==> src/rtl/bilateral_norm_div.sv <==
// Bilateral filter normalizer: pix = num/den via 8-step restoring division, clamped to 255.
// Define BILATERAL_NORM_ROUND_EN to add a round-half-up cycle after the last quotient bit.
module bilateral_norm_div (
  input  logic        clk,
  input  logic        rst,
  input  logic        in_valid,
  output logic        in_ready,
  input  logic [34:0] num,
  input  logic [26:0] den,
  output logic        out_valid,
  input  logic        out_ready,
  output logic [7:0]  pix,
  output logic        div_zero
);

  localparam int unsigned NW = 35;
  localparam int unsigned DW = 27;
  localparam int unsigned QW = 8;
  localparam int unsigned IW = 3;
`ifdef BILATERAL_NORM_ROUND_EN
  localparam bit ROUND_EN = 1'b1;
`else
  localparam bit ROUND_EN = 1'b0;
`endif

  typedef enum logic [1:0] {IDLE, CHECK, DIV, DONE} state_t;

  state_t          state, state_n;
  logic [NW-1:0]   r, r_n;
  logic [DW-1:0]   d, d_n;
  logic [QW-1:0]   q, q_n, pix_n;
  logic [IW-1:0]   i, i_n;
  logic            rnd, rnd_n;
  logic            div_zero_n;
  logic [NW-1:0]   d_sh;
  logic [NW:0]     r_x2;

  assign d_sh = NW'(d) << i;
  assign r_x2 = {r, 1'b0};

  // Next-state and datapath
  always_comb begin
    state_n    = state;
    r_n        = r;
    d_n        = d;
    q_n        = q;
    i_n        = i;
    rnd_n      = rnd;
    pix_n      = pix;
    div_zero_n = div_zero;
    case (state)
      IDLE: begin
        if (in_valid) begin
          r_n     = num;
          d_n     = den;
          state_n = CHECK;
        end
      end
      CHECK: begin
        if (d == '0) begin
          pix_n      = '0;
          div_zero_n = 1'b1;
          state_n    = DONE;
        end else if (r >= (NW'(d) << 8)) begin
          pix_n      = '1;
          div_zero_n = 1'b0;
          state_n    = DONE;
        end else begin
          q_n     = '0;
          i_n     = IW'(7);
          state_n = DIV;
        end
      end
      DIV: begin
        if (rnd) begin
          // Remainder is below d here, so 2*r fits the widened compare
          rnd_n      = 1'b0;
          pix_n      = ((r_x2 >= (NW + 1)'(d)) && (q != '1)) ? q + QW'(1) : q;
          div_zero_n = 1'b0;
          state_n    = DONE;
        end else begin
          if (r >= d_sh) begin
            r_n    = r - d_sh;
            q_n[i] = 1'b1;
          end else begin
            q_n[i] = 1'b0;
          end
          if (i == '0) begin
            if (ROUND_EN) begin
              rnd_n = 1'b1;
            end else begin
              pix_n      = q_n;
              div_zero_n = 1'b0;
              state_n    = DONE;
            end
          end else begin
            i_n = i - IW'(1);
          end
        end
      end
      DONE: begin
        if (out_ready) state_n = IDLE;
      end
      default: state_n = IDLE;
    endcase
  end

  always_ff @(posedge clk or posedge rst) begin
    if (rst) begin
      state     <= IDLE;
      r         <= '0;
      d         <= '0;
      q         <= '0;
      i         <= '0;
      rnd       <= 1'b0;
      pix       <= '0;
      div_zero  <= 1'b0;
      in_ready  <= 1'b1;
      out_valid <= 1'b0;
    end else begin
      state     <= state_n;
      r         <= r_n;
      d         <= d_n;
      q         <= q_n;
      i         <= i_n;
      rnd       <= rnd_n;
      pix       <= pix_n;
      div_zero  <= div_zero_n;
      in_ready  <= (state_n == IDLE);
      out_valid <= (state_n == DONE);
    end
  end

endmodule
==> config.mk <==
export PLATFORM = sky130hd
export DESIGN_NAME = bilateral_norm_div
export DESIGN_NICKNAME = d
export VERILOG_FILES = /design/src/rtl/bilateral_norm_div.sv
export SDC_FILE = /design/constraint.sdc
export NUM_CORES = 1
export LEC_CHECK = 0
export BUFFER_PORTS_ARGS = -buffer_cell sky130_fd_sc_hd__buf_2
export CAP_MARGIN = 5
export CORE_MARGIN = 10
export CORE_UTILIZATION = 40
export CTS_CLUSTER_DIAMETER = 40
export CTS_CLUSTER_SIZE = 40
export DETAILED_ROUTE_END_ITERATION = 16
export GPL_TIMING_DRIVEN = 0
export SYNTH_ARGS = -nofsm -noshare
export SYNTH_HDL_FRONTEND = slang
export SYNTH_SLANG_ARGS = --single-unit
==> constraint.sdc <==
create_clock -name clk -period 4.4 [get_ports clk]
set_clock_uncertainty 0.1 [all_clocks]
set_input_delay 1.32 -clock clk [delete_from_list [all_inputs] [get_ports clk]]
set_output_delay 1.32 -clock clk [all_outputs]
set_load 0.005 [all_outputs]
[Yosys cells after proc, flatten, opt, wreduce, memory -nomap -nowiden]
Cells that the tools add are included.
Storage, ports and cells
  output and inout port bits: 11
  register bits: 86
  word-level logic and storage cells: 69
  input port bits: 66
Operators by class
  mux-type cells: 27
  bitwise gates (word level): 3
  $add $sub $neg: 2
  shifts and indexed selects: 1
  reduce and logical (&&, ||, !) cells: 12
  equality and inequality tests: 11
  $lt $le $gt $ge: 4
Operator list (number)
  $ge 35x35->1: 2
  $mux 35: 2
  $pmux 35 s2: 1
  $mux 8: 6
  $shl 27x3->35: 1
  $sub 35x35->35: 1
  $pmux 8 s2: 2
  $logic_not 27->1: 1
  $ne 2x2->1 const B: 6
  $mux 3: 3
  $reduce_and 3->1: 3
  $and 8x8->8: 1
  $not 8->8: 1
  $or 8x8->8: 1
  $pmux 2 s4: 1
  $eq 2x2->1 const B: 3
  $mux 1: 6
  $mux 2: 3
  $pmux 3 s2: 1
  $logic_not 2->1: 2
  $lt 3x4->1 const B: 1
  $reduce_and 4->1: 1
  $reduce_bool 2->1: 2
  $demux 1 s3: 1
  8 further kinds: 8

[Depth between registers and ports, before layout]
Gate-level depths: netlist of run 1.
  depth after elaboration: 9
  mapped depth: 17
  gate-level depth less buffers: 15

[Least setup slack after synthesis of run 1]
No wires, ideal clock.
  kind: register to register
  start: register i[0]
  end: register r[33]
  setup slack: 0.027 ns
  library setup time: 0.133 ns
  data required time: 4.167 ns
  period minus slack after synthesis: 4.373 ns
  arrival time: 4.140 ns
  cell stages (with the launch flop): 16
  buffers on the path: 3
  cells stage by stage: dfrtp_1 > clkbuf_1 > clkbuf_1 > clkbuf_1 > mux2i_1 > mux2i_1 > ha_1 > nand4_1 > nor2_1 > a2111oi_2 > a21oi_2 > o311ai_0 > o211ai_1 > a311o_1 > a41oi_1 > o21ai_0
Between the ends
  cells in the longest elaborated chain, start to end: 4
  elaborated cells between the ends (all ways): 7
  classes of those cells: add/sub (1); order compare (1); eq/ne (1); shift (1); mux (2); reduce/logical (1)
RTL lines
  start, declared: line 32  | logic [IW-1:0] i, i_n;
  start signal, assigned: line 125  | i <= i_n;
  $shl 27x3->35 (*): line 38  | assign d_sh = NW'(d) << i;
  $sub 35x35->35 / $ge 35x35->1 (equally long branches): line 83, 82
  $mux 35 / $ne 2x2->1 (equally long branches)
  $pmux 35 s2 / $reduce_and 3->1 (equally long branches)
  end signal, assigned: line 122  | r <= r_n;
  end, declared: line 29  | logic [NW-1:0] r, r_n;
Every way passes the cells marked *; elsewhere a longest branch is shown, timed or not. The select of a mux whose other input is x is not followed.
A chain may end at the register's enable or synchronous reset.

[Worst setup path in the final report of run 1]
  start: register i[0]
  end: register r[30]
Same word-level chain as after synthesis.

==> results of run 1 <==
==> metal layers <==
metal | share of wire [%] | up-vias | track usage, % | routed length (um)
met5 | 0 | - | 0 | 0
li1 | - | 3280 | - | -
met3 | 6.3 | 37 | 3.21 | 1480
met2 | 43 | 276 | 28.8 | 10100
met4 | 2.5 | 0 | 6.29 | 576
met1 | 48 | 3235 | 27.8 | 11300
==> cell families after synthesis <==
kind of cell / share of synthesized area (%)
xor gates and xnor gates: 3.17
and+or+nand+nor: 14.7
DFF: 28.9
muxes: 16.1
buffers and inverters: 4.47
adders and majority gates: 11.5
AOI/OAI and AO/OA: 21.0
==> per-stage QoR <==
stage | util, % | TNS, ns | hold WS (ns)
after floorplan | - | 0 | 0.361
after global placement | 44.7 | -93.86 | 0.374
after detailed placement | 44.9 | -57.83 | 0.386
after CTS | 47.6 | -0.0278 | 0.407
after global routing | 48.2 | -0.0237 | 0.429
final | 48.2 | 0 | 0.405
==> state kept, by name (all words and copies together), names as in the netlist <==
register,flops
d,27
div_zero,1
i,3
in_ready,1
out_valid,1
pix,8
q,8
r,35
state,2
==> what timing repair did <==
action / in CTS / in global routing
buffers inserted: 3 / 3
gates resized for setup: 38 / 29
endpoints found under the setup margin: 47 / 47
pin swaps: 4 / 4
==> cells in the mapped netlist, types with 7 or more instances <==
cell type / instances
a21o_1: 20
a21oi_1: 74
a2bb2oi_1: 7
clkbuf_1: 31
dfrtp_1: 85
ha_1: 67
inv_1: 46
mux2_2: 27
mux2i_1: 47
mux4_2: 19
nand2_1: 88
nand2b_1: 7
nand3_1: 19
nand4_1: 13
nor2_1: 43
nor2b_1: 12
nor3_1: 15
nor4_1: 10
o211ai_1: 7
o21ai_0: 68
xnor2_1: 14
xor2_1: 13
==> path summary, 6_finish.rpt <==
| kind | from | to | slack, ns |
|---|---|---|---|
| worst min-delay path | pix[3]$_DFFE_PP0P_ | pix[3]$_DFFE_PP0P_ | 0.40 |
| max in group asynchronous | rst | r[4]$_DFFE_PP0P_ | 2.70 |
| worst max-delay path | i[0]$_DFFE_PP0P_ | r[30]$_DFFE_PP0P_ | 0.16 |
| min in group asynchronous | rst | pix[7]$_DFFE_PP0P_ | 0.87 |
| worst max register to register | i[0]$_DFFE_PP0P_ | r[30]$_DFFE_PP0P_ | 0.16 |
| worst min register to register | pix[3]$_DFFE_PP0P_ | pix[3]$_DFFE_PP0P_ | 0.40 |
==> worst register-to-register path: stages, from the launching register on <==
cell	delay [ns]
dfrtp_1	0.38
clkbuf_4	0.22
buf_6	0.18
mux2i_1	0.17
or3_4	0.39
ha_4	0.31
nor2b_1	0.18
o2111ai_1	0.17
a211o_1	0.36
a21oi_4	0.26
a21oi_4	0.12
o31ai_4	0.31
a41oi_4	0.21
buf_4	0.21
a21oi_2	0.38
a2bb2oi_1	0.21
==> layout make-up <==
type / count / area [sq um]
buffer: 37 / 198
multi-input combinational: 665 / 5130
tap: 229 / 287
clock inverter: 7 / 104
timing repair buffer: 83 / 465
clock buffer: 9 / 225
sequential: 86 / 2150
inverter: 47 / 179
fill: 1791 / 9410
==> flow_summary.yaml, run 1 <==
setup_path:
  endpoint_kind: "flip-flop"
  path_max_fanout: 10
  cp.buffers_inverters: 3
  cp_slowest_cell: "or3_4"
  worstSetupPathDepth: 15
  reg2reg_depth: 15
  crit_family: "compound AO/OA/AOI/OAI gates"
  critical_path_required_ns: 4.57
  path_class: "reg -> reg"
  critical_path.most_common_cell: "a21oi_4"
  crit_chain: "clkbuf_4 -> buf_6 -> mux2i_1 -> or3_4 -> ha_4 -> nor2b_1 -> o2111ai_1 -> a211o_1 -> a21oi_4 -> a21oi_4 -> o31ai_4 -> a41oi_4 -> buf_4 -> a21oi_2 -> a2bb2oi_1"
  arrival_ns: 4.41
  startpoint_type: "flip-flop"
  slowest_delay_ns: 0.39
yosys:
  synth_top_area_share_pct: 28.6
  async_flop_share_pct: 100
  synth-seq-area-share_pct: 28.9
  syn_avg_cell_area_sq_um: 8.90
  synth_cells: 837
  synth-seq-cells: 86
  yosys_most_used_dff: "dfrtp_1"
  netlist_area_sq_um: 7450
  synthesis.nets: 971
  synth.distinct_cells: 67
  synth-edff-count: 0
  synth.area.top_cells: "dfrtp_1 (29%), ha_1 (11%), mux2i_1 (6.3%)"
  yosysTopAreaCell: "dfrtp_1"
  yosysWarnings: 0
clocking:
  clk_pin_slew_ns: 0.07
  numCtsBuffers: 9
  cts_sinks: 86
  cts-root-buf: "clkbuf_16"
  tritoncts: "yes"
  worstSkewPairLatency_ns: 0.35
  ctsHoldBuffers: 0
  clk_path_buf_depth: 2
  h-tree-depth: 3
sta:
  period_share_pct: 96.3
  finalHoldViolations: 0
  relSlewSlack_pct: 36.3
  fin_crit_ns: 4.24
  tightest_slew_ns: 0.955
  fmax_ghz: 0.236
  setup_viol: 0
  fin_ws_ns: 0.164
  finalMaxSlewViolations: 0
min_path:
  hold_class: "reg -> reg"
  whs_path_depth: 1
place:
  portBuffers: 76
  place.gp.congestion: 0.918
  placed_area_sq_um: 8150
  dp_hpwl_mm: 18.7
  post-place-cells: 1143
  dpl_worst_slack_ns: -1.49
drt:
  wl_per_cell_um: 20.2
  avgViaCountPerCell: 5.87
  drt_first_pass_iters: 5
  drt_iter0_markers: 605
  vias: 6828
  drcViolationCount: 0
  ant_nets: 0
  wirelength_mm: 23.5
cells_and_area:
  design_area_sq_um: 8740
  drive_gt1_share_pct: 21.3
  final_common_cell: "nand2_1"
  nNetsFinal: 1063
  syn_to_final_growth_pct: 17.3
  mostFrequentLayoutCells: "nand2_1 (88), dfrtp_1 (85), buf_2 (79), a21oi_1 (70), o21ai_0 (66)"
  antenna_cells: 0
  final-instance-count-excl-fill: 1163
die:
  die_y_um: 156
  die-area_sq_um: 24500
  io_pins: 77
  num_rows: 49
  initial_utilization_pct: 41.0
  die-width_um: 156
  coreArea_sq_um: 18100
global_routing:
  track_usage_pct: 19.3
  antenna_found_initial: 0
  grt_pass1_vias: 6796
  overflow: 0
  grt_pass1_wl_mm: 37.8
  grt_max_degree: 56
run:
  max-cap-violations: 0
status:
  outcome: "complete, no violations"
Power of run 1 is not shown: default switching activity piles up to over one toggle a cycle in this logic, so the estimate is an artifact.
==> inputs of run 2 (changes only) <==
Settings changed: CELL_PAD_IN_SITES_DETAIL_PLACEMENT from default to 0, CELL_PAD_IN_SITES_GLOBAL_PLACEMENT from default to 1, CORE_UTILIZATION 40 to 42, PLACE_DENSITY_LB_ADDON from default to 0.1.
==> run 2 against run 1 <==
Global-route usage increased by 1.9 points. Clock-buffer cell count unchanged. Via count increased by 1.8%. Setup slack improved by 0.012 ns. Sequential share of layout area decreased by 0.26 points. Final area increased by 1.1%. Hold slack got worse by 0.0039 ns. Final cell count increased by 0.43%. Critical path depth unchanged. Sequential cell count unchanged.
==> flow_summary.yaml, run 2 (synthesis gave the netlist of run 1 again) <==
cells_and_area:
  mostFrequentLayoutCells: "nand2_1 (88), dfrtp_1 (84), buf_2 (80), a21oi_1 (70), o21ai_0 (66)"
  multi_input_area_sq_um: 5150
  nNetsFinal: 1072
  design_area_sq_um: 8840
  largest_reg_flops: 35
  reg.largest.list: "r (35), d (27)"
  final_common_cell: "nand2_1"
  fill_cells: 1658
  drive_gt1_share_pct: 22.1
  top_register: "r"
  antenna_cells: 0
  syn_to_final_growth_pct: 18.7
  seqCellArea_sq_um: 2150
  fin_util_pct: 50.9
  final-instance-count-excl-fill: 1168
setup_path:
  endpoint_kind: "flip-flop"
  startpoint_type: "flip-flop"
  arrival_ns: 4.39
  path_max_fanout: 10
  critical_path_required_ns: 4.57
  path_class: "reg -> reg"
clocking:
  clk_path_buf_depth: 2
  numCtsBuffers: 9
  cts_sinks: 86
  ctsHoldBuffers: 0
  clk_pin_slew_ns: 0.08
  cts-root-buf: "clkbuf_16"
  h-tree-depth: 3
  worstSkewPairLatency_ns: 0.36
  tritoncts: "yes"
die:
  die-area_sq_um: 23500
  io_pins: 77
  coreArea_sq_um: 17400
  num_rows: 48
  die-width_um: 153
  die_y_um: 153
  initial_utilization_pct: 42.9
drt:
  ant_nets: 0
  wl_per_cell_um: 22.1
  drt_iter0_markers: 500
  drt_first_pass_iters: 5
  drcViolationCount: 0
  avgViaCountPerCell: 5.95
  vias: 6949
  wirelength_mm: 25.8
status:
  outcome: "complete, no violations"
min_path:
  hold_class: "reg -> reg"
global_routing:
  antenna_found_initial: 0
  grt_pass1_vias: 7007
  grt_pass1_wl_mm: 39.9
  track_usage_pct: 21.2
  overflow: 0
  grt_max_degree: 60
sta:
  tightest_slew_ns: 1.15
  finalHoldViolations: 0
  fmax_ghz: 0.237
  setup_viol: 0
  hold_ws_ns: 0.401
  period_share_pct: 96.0
  relSlewSlack_pct: 23.2
  fin_crit_ns: 4.22
  rsz0062_at_grt: "false"
  finalMaxSlewViolations: 0
place:
  placed_area_sq_um: 8140
  post-place-cells: 1139
  dp_hpwl_mm: 20.1
  portBuffers: 76
  place.gp.congestion: 0.929
run:
  max-cap-violations: 0
-- run 2: area by class of cell --
cell class / count / area share [%]
Inverter: 47 / 2.02
Multi-Input combinational cell: 665 / 58.3
Clock buffer: 9 / 2.55
Sequential cell: 86 / 24.4
Clock inverter: 7 / 0.977
Timing Repair Buffer: 90 / 6.00
Buffer: 39 / 2.60
Tap cell: 225 / 3.19
-- run 2: routing by layer --
metal	vias to the layer above	global-route usage (%)	part of all wire (%)	wire length, um
met5	-	0	0	0
met4	0	4.18	1.3	322
met3	24	3.68	4.7	1210
met2	190	35.1	48	12200
met1	3425	28.3	46	12000
li1	3310	-	-	-
-- run 2: critical path: stages (launching register included) --
cell	delay (ns)
dfrtp_1	0.41
buf_8	0.16
buf_8	0.15
mux2i_1	0.13
or3_4	0.37
ha_4	0.31
nor2b_1	0.22
o2111ai_1	0.16
a211o_1	0.35
a21oi_4	0.28
a21oi_4	0.14
o31ai_4	0.36
a41oi_4	0.24
or2_2	0.34
buf_2	0.17
o31ai_1	0.23
-- run 2: repair_timing --
item | in CTS | in global routing
pin swaps | 4 | 7
resized for setup | 44 | 32
cloned | 0 | 0
endpoints found under the setup margin | 47 | 47
buffers inserted | 5 | 8
-- run 2: final timing paths --
path / from / to / slack [ns] / cells past startpoint
worst max-delay path: i[0]$_DFFE_PP0P_ / q[5]$_DFFE_PP0P_ / 0.18 / 15
worst min-delay path: pix[1]$_DFFE_PP0P_ / pix[1]$_DFFE_PP0P_ / 0.40 / 1
worst max register to register: i[0]$_DFFE_PP0P_ / q[5]$_DFFE_PP0P_ / 0.18 / 15
worst min register to register: pix[1]$_DFFE_PP0P_ / pix[1]$_DFFE_PP0P_ / 0.40 / 1
max in group asynchronous: rst / in_ready$_DFF_PP1_ / 2.67 / 3
min in group asynchronous: rst / d[2]$_DFFE_PP0P_ / 0.84 / 2
-- run 2: per-stage QoR --
stage	setup TNS, ns	setup WS (ns)
after floorplan	0	0.0270
after global placement	-97.08	-1.66
after detailed placement	-70.96	-1.75
after CTS	0	0.00265
after global routing	0	0.00289
final	0	0.176
Power of run 2 is left out for the same reason.
==> inputs of run 3 (changes only) <==
Settings changed: PLACE_DENSITY from default to 0.8, PLACE_DENSITY_LB_ADDON 0.1 to default.
==> run 3 against run 2 <==
Clock-buffer cell count unchanged. Die area did not move. Global-route usage fell by 1.2 points. Via count down 0.55%. Sequential share of layout area up 0.42 points. Critical path depth is the same. Wire length decreased by 6.6%. First-iteration DRC count rose by 6.0%.
==> flow_summary.yaml, run 3 (synthesis gave the netlist of run 1 again) <==
setup_path:
  path_class: "reg -> reg"
  reg2reg_depth: 15
  critical_path_required_ns: 4.57
  startpoint_type: "flip-flop"
  endpoint_kind: "flip-flop"
  path_max_fanout: 10
  arrival_ns: 4.45
global_routing:
  grt_pass1_wl_mm: 37.8
  grt_pass1_vias: 6699
  overflow: 0
  track_usage_pct: 20.0
  grt_max_degree: 49
  antenna_found_initial: 0
min_path:
  hold_class: "reg -> reg"
  whs_path_depth: 1
drt:
  wl_per_cell_um: 20.8
  ant_nets: 0
  drt_iter0_markers: 530
  drt_first_pass_iters: 5
  avgViaCountPerCell: 5.97
  wirelength_mm: 24.1
  vias: 6911
  drcViolationCount: 0
sta:
  tightest_slew_ns: 1.11
  fmax_ghz: 0.234
  finalMaxSlewViolations: 0
  relSlewSlack_pct: 26.1
  setup_viol: 0
  finalHoldViolations: 0
  period_share_pct: 97.2
  fin_crit_ns: 4.28
cells_and_area:
  syn_to_final_growth_pct: 16.6
  drive_gt1_share_pct: 20.6
  nNetsFinal: 1062
  top_register: "r"
  mostFrequentLayoutCells: "nand2_1 (88), dfrtp_1 (85), buf_2 (81), a21oi_1 (70), o21ai_0 (67)"
  design_area_sq_um: 8680
  final_common_cell: "nand2_1"
  antenna_cells: 0
  largest_reg_flops: 35
  reg.largest.list: "r (35), d (27)"
run:
  max-cap-violations: 0
place:
  placed_area_sq_um: 8140
  place.gp.congestion: 0.955
  portBuffers: 76
  dp_hpwl_mm: 18.8
die:
  coreArea_sq_um: 17400
  io_pins: 77
  initial_utilization_pct: 42.9
  die_y_um: 153
  num_rows: 48
  die-width_um: 153
  die-area_sq_um: 23500
clocking:
  tritoncts: "yes"
  ctsHoldBuffers: 0
  clk_pin_slew_ns: 0.08
  clk_path_buf_depth: 2
  cts_sinks: 86
  numCtsBuffers: 9
  worstSkewPairLatency_ns: 0.37
  h-tree-depth: 3
  cts-root-buf: "clkbuf_16"
status:
  outcome: "complete, no violations"
run 3: changes by cell type in the layout (fill, tap and decap cells not counted), moves of 2 or more:
cell / previous run / this run
buf_4: 12 / 7
mux2i_2: 3 / 0
clkbuf_4: 4 / 1
buf_12: 2 / 0
mux2i_1: 44 / 47
run 3: worst max-delay path, cell delays in order (launching register included):
cell	delay, ns
dfrtp_1	0.41
buf_8	0.16
buf_6	0.16
mux2i_1	0.14
or3_1	0.39
ha_4	0.32
nor2b_2	0.18
o2111ai_1	0.16
a211o_1	0.37
a21oi_4	0.29
a21oi_4	0.13
o31ai_4	0.40
a41oi_4	0.22
or2_2	0.32
buf_2	0.17
o32ai_1	0.25
run 3: timing repair:
action / in CTS / in global routing
pin swaps: 3 / 7
setup buffers: 3 / 1
resized for setup: 39 / 31
setup endpoints to repair: 47 / 47
run 3: worst paths after layout:
path / from / to / slack [ns]
setup / recovery: i[0]$_DFFE_PP0P_ / q[7]$_DFFE_PP0P_ / 0.12
hold / removal: pix[1]$_DFFE_PP0P_ / pix[1]$_DFFE_PP0P_ / 0.39
setup reg to reg: i[0]$_DFFE_PP0P_ / q[7]$_DFFE_PP0P_ / 0.12
hold reg to reg: pix[1]$_DFFE_PP0P_ / pix[1]$_DFFE_PP0P_ / 0.39
max in group asynchronous: rst / r[11]$_DFFE_PP0P_ / 2.67
min in group asynchronous: rst / pix[6]$_DFFE_PP0P_ / 0.89
run 3: metal layers:
metal  vias up  track usage [%]  share of wire, %
li1       3282                -                 -
met1      3365             27.6                46
met2       226             31.0                46
met3        38             3.31               5.5
met4         0             6.54               2.3
met5         -                0                 0
run 3: cell type report:
type | count | area [sq um]
timing repair buffer | 81 | 438
buffer | 38 | 223
tap | 225 | 282
clock buffer | 9 | 225
multi-input combinational | 665 | 5120
fill | 1685 | 8670
inverter | 47 | 179
sequential | 86 | 2150
clock inverter | 7 | 61.3
run 3: per-stage QoR:
stage	instances	setup TNS [ns]	hold slack, ns	utilization, %	setup WS [ns]
2_1_floorplan	837	0	0.361	-	0.0270
3_3_place_gp	1138	-97.22	0.376	46.7	-1.51
3_5_place_dp	1139	-60.71	0.379	46.9	-1.54
4_1_cts	1158	-0.0310	0.397	49.5	-0.0174
5_1_grt	1158	-0.0228	0.409	50.0	-0.0117
6_report	1158	0	0.391	50.0	0.122
Power of run 3 is left out for the same reason.
